`src/rtl/approx_error_monitor.sv`:
```
// Streaming error-metric engine for approximate adders: error count, zero-exact count, sum/max ED.
// Optional macro ERRMON_SQ_EN adds sum_sq_ed (saturating sum of ED squared) with one extra stage.
module approx_error_monitor #(
   parameter int N     = 16,
   parameter int CNT_W = 32,
   parameter int ACC_W = 48
) (
   input  logic                 clk,
   input  logic                 rst_n,
   input  logic                 start,
   input  logic [CNT_W-1:0]     num_samples,
   input  logic                 in_valid,
   output logic                 in_ready,
   input  logic [N-1:0]         exact_sum,
   input  logic [N-1:0]         approx_sum,
   output logic                 busy,
   output logic                 done,
   output logic [CNT_W-1:0]     err_count,
   output logic [CNT_W-1:0]     zero_count,
   output logic [ACC_W-1:0]     sum_ed,
   output logic [N-1:0]         max_ed,
`ifdef ERRMON_SQ_EN
   output logic [2*N+CNT_W-1:0] sum_sq_ed,
`endif
   output logic                 acc_ovf
);

   typedef enum logic [1:0] {IDLE, RUN, DRAIN, FIN} state_t;

   state_t           state_q, state_d;
   logic [CNT_W-1:0] target_q, target_d;
   logic [CNT_W-1:0] accepted_q, accepted_d;
   logic             in_ready_q, in_ready_d;
   logic             busy_q, busy_d;
   logic             done_q, done_d;
   logic             s1_valid_q, s1_valid_d;
   logic [N-1:0]     s1_ed_q, s1_ed_d;
   logic             s1_ne_q, s1_ne_d;
   logic             s1_z_q, s1_z_d;
   logic [CNT_W-1:0] err_count_q, err_count_d;
   logic [CNT_W-1:0] zero_count_q, zero_count_d;
   logic [ACC_W-1:0] sum_ed_q, sum_ed_d;
   logic [N-1:0]     max_ed_q, max_ed_d;
   logic             acc_ovf_q, acc_ovf_d;
   logic [ACC_W:0]   sum_ext;
   logic             xfer, start_ok, pipe_empty, sq_ovf;

   always_comb begin
      xfer     = in_valid & in_ready_q;
      start_ok = start & ((state_q == IDLE) | (state_q == FIN));

      state_d    = state_q;
      target_d   = target_q;
      accepted_d = accepted_q;
      case (state_q)
         IDLE, FIN: begin
            if (start) begin
               target_d   = num_samples;
               accepted_d = '0;
               state_d    = (num_samples == '0) ? FIN : RUN;
            end else if (state_q == FIN) begin
               state_d = IDLE;
            end
         end
         RUN: begin
            if (xfer) begin
               accepted_d = accepted_q + CNT_W'(1);
               if (accepted_q + CNT_W'(1) == target_q) state_d = DRAIN;
            end
         end
         DRAIN: begin
            if (pipe_empty) state_d = FIN;
         end
         default: state_d = IDLE;
      endcase
      in_ready_d = (state_d == RUN);
      busy_d     = (state_d != IDLE);
      done_d     = (state_d == FIN);

      // S1: distance via full-width compare so the subtraction never wraps
      s1_valid_d = xfer;
      s1_ed_d    = (approx_sum >= exact_sum) ? (approx_sum - exact_sum) : (exact_sum - approx_sum);
      s1_ne_d    = (approx_sum != exact_sum);
      s1_z_d     = (exact_sum == '0);

      // S2: accumulate; clearing on start has priority (pipeline is empty then anyway)
      sum_ext      = {1'b0, sum_ed_q} + (ACC_W+1)'(s1_ed_q);
      err_count_d  = err_count_q;
      zero_count_d = zero_count_q;
      sum_ed_d     = sum_ed_q;
      max_ed_d     = max_ed_q;
      acc_ovf_d    = acc_ovf_q | sq_ovf;
      if (start_ok) begin
         err_count_d  = '0;
         zero_count_d = '0;
         sum_ed_d     = '0;
         max_ed_d     = '0;
         acc_ovf_d    = 1'b0;
      end else if (s1_valid_q) begin
         err_count_d  = err_count_q + CNT_W'(s1_ne_q);
         zero_count_d = zero_count_q + CNT_W'(s1_z_q);
         if (s1_ed_q > max_ed_q) max_ed_d = s1_ed_q;
         if (sum_ext[ACC_W]) begin
            sum_ed_d  = '1;
            acc_ovf_d = 1'b1;
         end else begin
            sum_ed_d = sum_ext[ACC_W-1:0];
         end
      end
   end

   always_ff @(posedge clk or negedge rst_n) begin
      if (!rst_n) begin
         state_q      <= IDLE;
         target_q     <= '0;
         accepted_q   <= '0;
         in_ready_q   <= 1'b0;
         busy_q       <= 1'b0;
         done_q       <= 1'b0;
         s1_valid_q   <= 1'b0;
         s1_ed_q      <= '0;
         s1_ne_q      <= 1'b0;
         s1_z_q       <= 1'b0;
         err_count_q  <= '0;
         zero_count_q <= '0;
         sum_ed_q     <= '0;
         max_ed_q     <= '0;
         acc_ovf_q    <= 1'b0;
      end else begin
         state_q      <= state_d;
         target_q     <= target_d;
         accepted_q   <= accepted_d;
         in_ready_q   <= in_ready_d;
         busy_q       <= busy_d;
         done_q       <= done_d;
         s1_valid_q   <= s1_valid_d;
         s1_ed_q      <= s1_ed_d;
         s1_ne_q      <= s1_ne_d;
         s1_z_q       <= s1_z_d;
         err_count_q  <= err_count_d;
         zero_count_q <= zero_count_d;
         sum_ed_q     <= sum_ed_d;
         max_ed_q     <= max_ed_d;
         acc_ovf_q    <= acc_ovf_d;
      end
   end

`ifdef ERRMON_SQ_EN
   localparam int SQ_W = 2*N + CNT_W;

   logic            sq_valid_q, sq_valid_d;
   logic [2*N-1:0]  sq_q, sq_d;
   logic [SQ_W-1:0] sum_sq_q, sum_sq_d;
   logic [SQ_W:0]   sum_sq_ext;

   assign pipe_empty = !s1_valid_q && !sq_valid_q;
   assign sum_sq_ed  = sum_sq_q;

   // Registered square of the S1 distance, accumulated one cycle behind the other results
   always_comb begin
      sq_valid_d = s1_valid_q;
      sq_d       = (2*N)'(s1_ed_q) * (2*N)'(s1_ed_q);
      sum_sq_ext = {1'b0, sum_sq_q} + (SQ_W+1)'(sq_q);
      sum_sq_d   = sum_sq_q;
      sq_ovf     = 1'b0;
      if (start_ok) begin
         sum_sq_d = '0;
      end else if (sq_valid_q) begin
         if (sum_sq_ext[SQ_W]) begin
            sum_sq_d = '1;
            sq_ovf   = 1'b1;
         end else begin
            sum_sq_d = sum_sq_ext[SQ_W-1:0];
         end
      end
   end

   always_ff @(posedge clk or negedge rst_n) begin
      if (!rst_n) begin
         sq_valid_q <= 1'b0;
         sq_q       <= '0;
         sum_sq_q   <= '0;
      end else begin
         sq_valid_q <= sq_valid_d;
         sq_q       <= sq_d;
         sum_sq_q   <= sum_sq_d;
      end
   end
`else
   assign pipe_empty = !s1_valid_q;
   assign sq_ovf     = 1'b0;
`endif

   assign in_ready   = in_ready_q;
   assign busy       = busy_q;
   assign done       = done_q;
   assign err_count  = err_count_q;
   assign zero_count = zero_count_q;
   assign sum_ed     = sum_ed_q;
   assign max_ed     = max_ed_q;
   assign acc_ovf    = acc_ovf_q;

endmodule

```
`config.mk`:
```
export PLATFORM = sky130hd
export DESIGN_NAME = approx_error_monitor
export DESIGN_NICKNAME = d
export VERILOG_FILES = /design/src/rtl/approx_error_monitor.sv
export SDC_FILE = /design/constraint.sdc
export NUM_CORES = 1
export LEC_CHECK = 0
export ABC_AREA = 1
export BUFFER_PORTS_ARGS = -buffer_cell sky130_fd_sc_hd__buf_2
export CAP_MARGIN = 0
export CORE_ASPECT_RATIO = 1.4
export CORE_MARGIN = 2
export CORE_UTILIZATION = 60
export DETAILED_ROUTE_END_ITERATION = 6
export HOLD_SLACK_MARGIN = 0.1
export PLACE_DENSITY = 0.83
export SLEW_MARGIN = 40
export SYNTH_ARGS = -nofsm -noshare
export SYNTH_HDL_FRONTEND = slang
export SYNTH_SLANG_ARGS = --single-unit
export TNS_END_PERCENT = 10
```
`constraint.sdc`:
```
create_clock -name clk -period 7.35 [get_ports clk]
set_input_delay 0.735 -clock clk [delete_from_list [all_inputs] [get_ports clk]]
set_output_delay 0.735 -clock clk [all_outputs]
set_load 0.1 [all_outputs]
```
======== Yosys cells after proc, flatten, opt, wreduce, memory -nomap -nowiden ========
Cells that the tools add are included.
cells by class
  bitwise gates (word level) .............. 3
  magnitude comparators ................... 2
  reductions and logical operators ........ 13
  multiplexer cells ....................... 24
  $add $sub $neg .......................... 6
  equal/unequal tests ..................... 9
operator list
  operator                 number
  $mux W32                 6
  $mux W48                 3
  $add A32 B1 Y32          2
  $mux W16                 4
  $pmux W32 S2             1
  $add A48 B16 Y49         1
  $add A32 B1 Y32 const B  1
  $eq A32 B32 Y1           1
  $logic_not A32 Y1        1
  $sub A16 B16 Y16         2
  $ge A16 B16 Y1           1
  $gt A16 B16 Y1           1
  $logic_not A16 Y1        1
  $ne A16 B16 Y1           1
  $mux W2                  6
  $reduce_bool A2 Y1       5
  $eq A2 B2 Y1 const B     3
  $pmux W2 S3              1
  $reduce_and A2 Y1        3
  $eq A2 B1 Y1 const B     2
  $ne A2 B2 Y1 const B     2
  $mux W1                  3
  $reduce_and A3 Y1        1
  $and A1 B1 Y1            2
  other kinds (3)          3
word-level totals
  input port bits ......................... 68
  output and inout bits ................... 132
  flip-flop bits (word level) ............. 217
  logic and storage cells ................. 72

======== Longest topological paths before layout ========
Gate-level depths: netlist (run 1).
  depth after elaboration ................. 6
  gate-level depth with buffers ........... 20
  depth with buffers taken out ............ 20

======== Worst setup path after synthesis (run 1) ========
OpenSTA, ideal clock, no wires.
  path kind ............................... reg2reg
  from .................................... register zero_count_q[0], in the netlist zero_count[0]
  to ...................................... register zero_count_q[30], in the netlist zero_count[30]
  period minus slack after synthesis ...... 3.264 ns
  slack ................................... 4.086 ns
  buffers on the path ..................... 0
  cell stages (with the launch flop) ...... 18
  data arrival time ....................... 3.137 ns
  setup time .............................. 0.127 ns
  required time ........................... 7.223 ns
  cells stage by stage .................... dfrtp_1 ha_1 ha_1 nand2_1 nor2_1 nand3_1 nor2_1 nand3_1 nor2_1 nand4_1 nor2_1 nand2_1 nor2_1 nand2_1 nor2_1 nand2_1 o21ai_0 a21oi_1
between the ends
  word-level cells in the longest chain between the ends .. 3
ends and longest elaborated chain
  item                      line  RTL
  start: declaration        41    logic [CNT_W-1:0] zero_count_q, zero_count_d;
  start signal: assignment  141   zero_count_q <= zero_count_d;
  $add A32 B1 Y32           101   zero_count_d = zero_count_q + CNT_W'(s1_z_q);
  $mux W32                  99    end else if (s1_valid_q) begin
  $mux W32                  93    if (start_ok) begin
No other way between the ends. The select of a mux whose other input is x is not followed.
A chain may end at the register's enable or synchronous reset.

======== Final worst setup path (run 1) ========
  from .................................... register sum_ed_q[0], in the netlist sum_ed[0]
  to ...................................... register sum_ed_q[2], in the netlist sum_ed[2]
between the ends
  word-level cells in the longest chain between the ends .. 4
ends and longest elaborated chain
  item                      line  RTL
  start: declaration        42    logic [ACC_W-1:0] sum_ed_q, sum_ed_d;
  start signal: assignment  142   sum_ed_q <= sum_ed_d;
  $add A48 B16 Y49          87    sum_ext = {1'b0, sum_ed_q} + (ACC_W+1)'(s1_ed_q);
  $mux W48                  103   if (sum_ext[ACC_W]) begin
  $mux W48                  99
  $mux W48                  93
No other way between the ends. The select of a mux whose other input is x is not followed.

==> results of run 1 <==
==> logic make-up after synthesis <==
group / count (synthesis) / share of synthesized area
buf+inv: 332 / 0.0893
flops: 217 / 0.380
simple gates: 941 / 0.292
mux: 8 / 0.00560
xor+xnor: 37 / 0.0246
compound gates: 368 / 0.144
fa+ha+maj: 73 / 0.0655
==> sequential cells by signal (all words and copies together), names as in the netlist <==
name	cells
sum_ed	48
accepted_q	32
err_count	32
target_q	32
zero_count	32
max_ed	16
s1_ed_q	16
state_q	2
acc_ovf	1
busy	1
done	1
in_ready	1
s1_ne_q	1
s1_valid_q	1
s1_z_q	1
==> area by class of cell <==
| class | instances | area [sq um] | share of cell area |
|---|---|---|---|
| clock buffer | 33 | 716 | 0.0436 |
| clock inverter | 8 | 71.3 | 0.00435 |
| inverter | 288 | 1080 | 0.0660 |
| multi-input combinational | 1427 | 7610 | 0.464 |
| sequential | 217 | 5430 | 0.331 |
| tap | 306 | 383 | 0.0233 |
| timing repair buffer | 209 | 1110 | 0.0678 |
==> routing by layer <==
metal  up-vias  share of wire  track usage
met3       140          0.068       0.0551
met5         -              0            0
li1       6894              -            -
met1      6639           0.38        0.387
met4         0          0.051        0.162
met2       508           0.50        0.570
==> worst min path at each step <==
stage / slack (ns) / to / depth (start not counted)
after floorplan: 0.44 / acc_ovf$_DFFE_PN0P_ / 0
after global placement: 0.47 / acc_ovf$_DFFE_PN0P_ / 2
after detailed placement: 0.48 / acc_ovf$_DFFE_PN0P_ / 2
after CTS: 0.11 / target_q[15]$_DFFE_PN0P_ / 1
after global routing: 0.13 / target_q[14]$_DFFE_PN0P_ / 1
final: 0.1 / target_q[15]$_DFFE_PN0P_ / 1
==> power by group through the flow <==
| stage | logic [mW] | registers, mW | clock network [mW] |
|---|---|---|---|
| after floorplan | 1.28 | 2.95 | 0 |
| after global placement | 3.03 | 1.81 | 0 |
| after detailed placement | 3.09 | 1.81 | 0 |
| after CTS | 3.11 | 1.80 | 1.23 |
| after global routing | 3.38 | 1.84 | 1.27 |
| final | 3.12 | 1.81 | 1.22 |
==> cell usage after synthesis, types with 4 or more instances <==
cell type,instances,area [sq um]
nor2_2,9,56.3
dfrtp_1,217,5430
a22o_1,4,35.0
o22ai_1,30,188
nor3_1,41,205
nor4_1,25,156
ha_1,70,876
clkbuf_1,35,131
nor2_4,10,113
nand2_1,483,1810
o21a_1,10,75.1
o21ai_1,5,25.0
nand3_1,122,611
nand3_2,7,70.1
a211oi_1,6,45.0
xor2_1,18,158
o31ai_1,4,30.0
xnor2_1,17,149
mux2i_1,8,80.1
a21o_1,4,30.0
o211ai_1,10,75.1
nand3b_1,13,97.6
nand4_1,29,181
o21ai_0,144,721
nor3b_1,4,30.0
a21oi_1,129,646
inv_1,284,1070
and2_1,5,31.3
buf_1,4,15.0
nor2_1,173,649
nand2_2,10,62.6
==> worst max-delay path: stages, from the launching register on <==
cell and delay [ns]:
dfrtp_1 0.39, ha_1 0.24, fa_1 0.39, nand2_1 0.11, o21ai_2 0.08, a21oi_1 0.33
o21ai_2 0.16, inv_2 0.10, nor2_1 0.05, nand2_1 0.16, nor2_2 0.08, nand3_2 0.08
nor2_1 0.07, nand2_2 0.52, o311ai_0 0.29
==> through the flow <==
stage,cell area [sq um],utilization,setup WS [ns],hold slack (ns)
2_1_floorplan,14300,-,4.09,0.439
3_3_place_gp,15600,0.668,3.94,0.465
3_5_place_dp,15600,0.670,4.06,0.475
4_1_cts,16400,0.704,4.14,0.106
5_1_grt,16400,0.705,3.83,0.126
6_report,16400,0.705,4.09,0.0963
==> impl_metrics.py, run 1 <==
metrics = {
    "timing": {
        "fin_setup_tns_ns": 0,
        "clock_skew_ns": 0.0229,
        "hold_violations": 0,
        "tightest_slew_ns": 0.816,
        "relSlewSlack": 0.451,
        "setup_viol": 0,
        "max_freq_mhz": 307,
        "fin_crit_sh": 0.443,
        "rsz0062_at_grt": "false",
        "drv_slew": 0,
        "finalCriticalPeriod_ns": 3.26,
    },
    "power": {
        "swShare": 0.521,
        "p_comb_frac": 0.507,
        "power.internal_mw": 2.94,
        "netSwitchingPower_mw": 3.21,
        "clockPowerShare": 0.198,
        "p_leak_nw": 8.16,
        "power_frac_seq": 0.295,
        "power_density_mw_per_mm2": 375,
        "peakVddDrop_uv": 729,
        "total_power_mw": 6.15,
    },
    "clocking": {
        "clock_tree.buffer_depth": 3,
        "cts_tree": "built",
        "post_cts_resized": 0,
        "clk_latency_ns": 0.53,
        "cts.sinks": 217,
        "cts_made_buffers": 24,
        "clk_pin_slew_ns": 0.06,
        "clock-root-buffer": "clkbuf_16",
        "htree_num_levels": 1,
        "post_cts_buffers": 0,
        "cts_hold_buffers": 0,
    },
    "worst_setup_path": {
        "worstSetupEndpointType": "register",
        "worstSetupPathType": "reg -> reg",
        "arrival_ns": 3.58,
        "rrSetupSlack_ns": 4.09,
        "endpoint": "sum_ed[2]$_DFFE_PN0P_",
        "ff2ff_path_depth": 14,
        "crit_start": "sum_ed[0]$_DFFE_PN0P_",
        "reg2reg_from": "sum_ed[0]$_DFFE_PN0P_",
        "crit_required_ns": 7.68,
        "r2r-end": "sum_ed[2]$_DFFE_PN0P_",
        "start_kind": "register",
        "crit_fanout": 32,
    },
    "drt": {
        "drc_errors": 0,
        "routedWlPerCell_um": 16.6,
        "num_vias": 14200,
        "routed_wl_um": 41400,
        "ant_nets": 0,
        "first_pass_iters": 5,
        "dr.first_iter.drc_count": 1103,
        "avgViaCountPerCell": 5.70,
    },
    "layout": {
        "antenna_cells": 0,
        "fin_cells": 2488,
        "drive_gt1_frac": 0.138,
        "final_net_count": 2308,
        "layout_commonest_cell": "nand2_1",
        "nFillCells": 1939,
        "area_growth_pct": 14.8,
        "final_cell_mix": "nand2_1, inv_1, dfrtp_1, buf_2, nor2_1",
    },
    "place": {
        "io_buffers": 199,
        "place.gp.congestion": 0.978,
        "hpwlAfterDp_um": 31500,
        "placed_cells_incl_taps": 2447,
    },
    "yosys": {
        "ys_types": 58,
        "synth-seq-cells": 217,
        "synth_cells": 1976,
        "synth_nets": 2117,
        "synth_edf_count": 0,
        "ys.flop_type": "dfrtp_1",
        "yosys_warnings": 0,
        "async_reset_ff_frac": 1.00,
        "syn_area_per_cell_sq_um": 7.23,
        "syn_area_sq_mm": 0.0143,
        "ys_seq_area_frac": 0.380,
    },
    "floorplan": {
        "fp.dieArea_sq_mm": 0.0251,
        "start_util": 0.614,
        "die_y_um": 187,
        "io_pins": 200,
        "core-area_sq_mm": 0.0233,
        "rows": 66,
        "die_w_um": 134,
    },
    "flow_run": {
        "cap_violations": 0,
    },
    "global_routing": {
        "grt_start_max_net_pins": 72,
        "grt_pass1_vias": 13800,
        "grt_antenna_before_repair": 0,
        "grt_pass1_wl_um": 66600,
        "track_usage": 0.327,
        "gr-total-overflow": 0,
    },
    "run_status": {
        "status": "finished clean",
    },
    "min_path": {
        "hold_path_class": "in -> async",
    },
}
Note: power is estimated with default switching activity, not from simulation.
==> run 2: changes to the inputs <==
ABC_AREA = 0   (was 1)
CORE_UTILIZATION = 53   (was 60)
PLACE_DENSITY = 0.78   (was 0.83)
clock period = 2.8 ns   (was 7.35 ns; I/O delays follow)
==> run 2 against run 1 <==
Effect of this change: worst hold slack improved by 0.055 ns; combinational power rose to 3.0 times the previous value; register-to-register slack worse by 4.1 ns; largest cell class unchanged.
==> impl_metrics.py, run 2 <==
metrics = {
    "layout": {
        "area_growth_pct": 24.5,
        "antenna_cells": 0,
        "layout_commonest_cell": "nand2_1",
        "drive_gt1_frac": 0.256,
        "final_net_count": 1994,
        "largest_reg_flops": 48,
        "final_cell_mix": "nand2_1, buf_2, dfrtp_1, buf_4, nor2_1",
        "postLayoutCoreUtil": 0.666,
    },
    "global_routing": {
        "grt_pass1_vias": 12700,
        "grt_start_max_net_pins": 149,
        "use_met2": 0.514,
        "met1_usage": 0.315,
        "grt_pass1_wl_um": 62600,
        "track_usage": 0.279,
        "gr-total-overflow": 0,
        "globalRouteMet3Util": 0.0419,
        "gr-max-usage-layer": "met2",
        "grt_antenna_before_repair": 0,
    },
    "power": {
        "power.internal_mw": 8.53,
        "p_leak_nw": 7.93,
        "power_frac_seq": 0.268,
        "swShare": 0.508,
        "power_density_mw_per_mm2": 1000,
        "netSwitchingPower_mw": 8.79,
        "p_comb_frac": 0.549,
        "peakVddDrop_uv": 942,
        "clockPowerShare": 0.184,
        "total_power_mw": 17.3,
    },
    "yosys": {
        "synth_top_area_cell": "dfrtp_1",
        "synth_top_area_share": 0.391,
        "yosys-top-cells-count": "dfrtp_1, nand2_1, nor2_1",
        "yosys_warnings": 0,
        "ys_top_cells_by_area": "dfrtp_1, ha_1, xor2_1",
        "synth-seq-cells": 217,
        "async_reset_ff_frac": 1.00,
        "synth_cells": 1553,
        "ys.flop_type": "dfrtp_1",
        "ys_seq_area_frac": 0.391,
        "ys_types": 79,
        "yosysMostFrequentCell": "dfrtp_1",
        "synth_nets": 1694,
        "syn_area_per_cell_sq_um": 8.94,
        "synth_edf_count": 0,
        "syn_area_sq_mm": 0.0139,
    },
    "drt": {
        "dr.first_iter.drc_count": 611,
        "routedWlPerCell_um": 17.9,
        "ant_nets": 0,
        "routed_wl_um": 39200,
        "first_pass_iters": 5,
        "avgViaCountPerCell": 5.75,
        "drc_errors": 0,
        "num_vias": 12600,
    },
    "clocking": {
        "clk_latency_ns": 0.52,
        "cts_made_buffers": 23,
        "clock_tree.buffer_depth": 3,
        "cts.sinks": 217,
        "clock-root-buffer": "clkbuf_16",
        "clk_pin_slew_ns": 0.06,
        "htree_num_levels": 1,
        "cts_tree": "built",
    },
    "timing": {
        "hold_violations": 0,
        "relSlewSlack": 0.573,
        "finalCriticalPeriod_ns": 2.79,
        "layout_setup_ws_ns": 0.0145,
        "fin_setup_tns_ns": 0,
        "rsz0062_at_grt": "true",
        "hold_slack_ns": 0.152,
        "clock_skew_ns": 0.0133,
        "fin_crit_sh": 0.995,
        "tightest_slew_ns": 0.641,
        "drv_slew": 0,
        "max_freq_mhz": 359,
        "setup_viol": 0,
    },
    "floorplan": {
        "rows": 70,
        "fp.dieArea_sq_mm": 0.0275,
        "io_pins": 200,
        "die_w_um": 141,
        "core-area_sq_mm": 0.0259,
        "die_y_um": 195,
        "start_util": 0.535,
    },
    "place": {
        "place.gp.congestion": 0.955,
        "dpl_worst_slack_ns": -0.131,
        "io_buffers": 199,
        "hpwlAfterDp_um": 28700,
    },
    "worst_setup_path": {
        "crit_required_ns": 3.18,
        "arrival_ns": 3.17,
        "start_kind": "register",
        "crit_fanout": 5,
        "worstSetupPathType": "reg -> reg",
        "worstSetupEndpointType": "register",
    },
    "flow_run": {
        "cap_violations": 0,
    },
    "min_path": {
        "hold_path_class": "in -> reg",
    },
    "run_status": {
        "status": "finished clean",
    },
}
run 2: metal layers:
metal / vias to the layer above / part of all wire
met5: - / 0
met4: 0 / 0.047
met3: 118 / 0.052
met2: 384 / 0.53
met1: 6093 / 0.38
li1: 6021 / -
run 2: area by class of cell:
type,count,area (sq um)
multi-input combinational,1186,8010
tap,324,405
inverter,73,274
sequential,217,5490
clock buffer,32,619
clock inverter,9,151
timing repair buffer,352,2330
fill,2093,8650
run 2: worst paths after layout:
check	start	endpoint	slack, ns	cells past startpoint
setup / recovery	accepted_q[10]$_DFFE_PN0P_	busy$_DFF_PN0_	0.01	10
hold / removal	exact_sum[6]	s1_z_q$_DFF_PN0_	0.15	3
setup reg to reg	accepted_q[10]$_DFFE_PN0P_	busy$_DFF_PN0_	0.01	10
hold reg to reg	acc_ovf$_DFFE_PN0P_	acc_ovf$_DFFE_PN0P_	0.49	2
max in group asynchronous	rst_n	s1_ed_q[10]$_DFF_PN0_	1.63	3
min in group asynchronous	rst_n	accepted_q[3]$_DFFE_PN0P_	0.32	2
run 2: critical path, stage by stage, from the launching register on:
cell and delay, ns:
dfrtp_2 0.44, xor2_1 0.19, or3_1 0.43, a22oi_2 0.21
nand2_1 0.12, nor4_4 0.34, buf_4 0.16, nand4_1 0.10
nor4_2 0.33, o22a_2 0.26, o21ai_2 0.07
run 2: kinds of logic after synthesis:
| kind of cell | Yosys count | synth area share |
|---|---|---|
| adders and majority gates | 73 | 0.0674 |
| muxes | 54 | 0.0400 |
| DFF | 217 | 0.391 |
| xor gates and xnor gates | 149 | 0.0940 |
| and+or+nand+nor | 613 | 0.224 |
| buffers and inverters | 150 | 0.0481 |
| AOI/OAI and AO/OA | 297 | 0.135 |
run 2: per-stage QoR:
stage	instances	area, sq um
after detailed placement	2106	15900
after global placement	2106	15900
after CTS	2181	17000
final	2193	17300
after floorplan	1553	14000
after global routing	2193	17300
run 2: power by group through the flow:
stage          logic, mW  clock network (mW)  registers, mW
2_1_floorplan       3.60                   0           8.05
3_3_place_gp        9.03                   0           4.61
3_5_place_dp        9.17                   0           4.65
4_1_cts             9.25                3.24           4.59
5_1_grt             10.1                3.36           4.72
6_report            9.50                3.18           4.64
run 2: what timing repair did:
item	in CTS	in global routing
endpoints found under the hold margin	100	0
setup endpoints to repair	4	25
buffers inserted	0	12
hold buffers	34	0
gates resized for setup	2	38
pin swaps	1	19
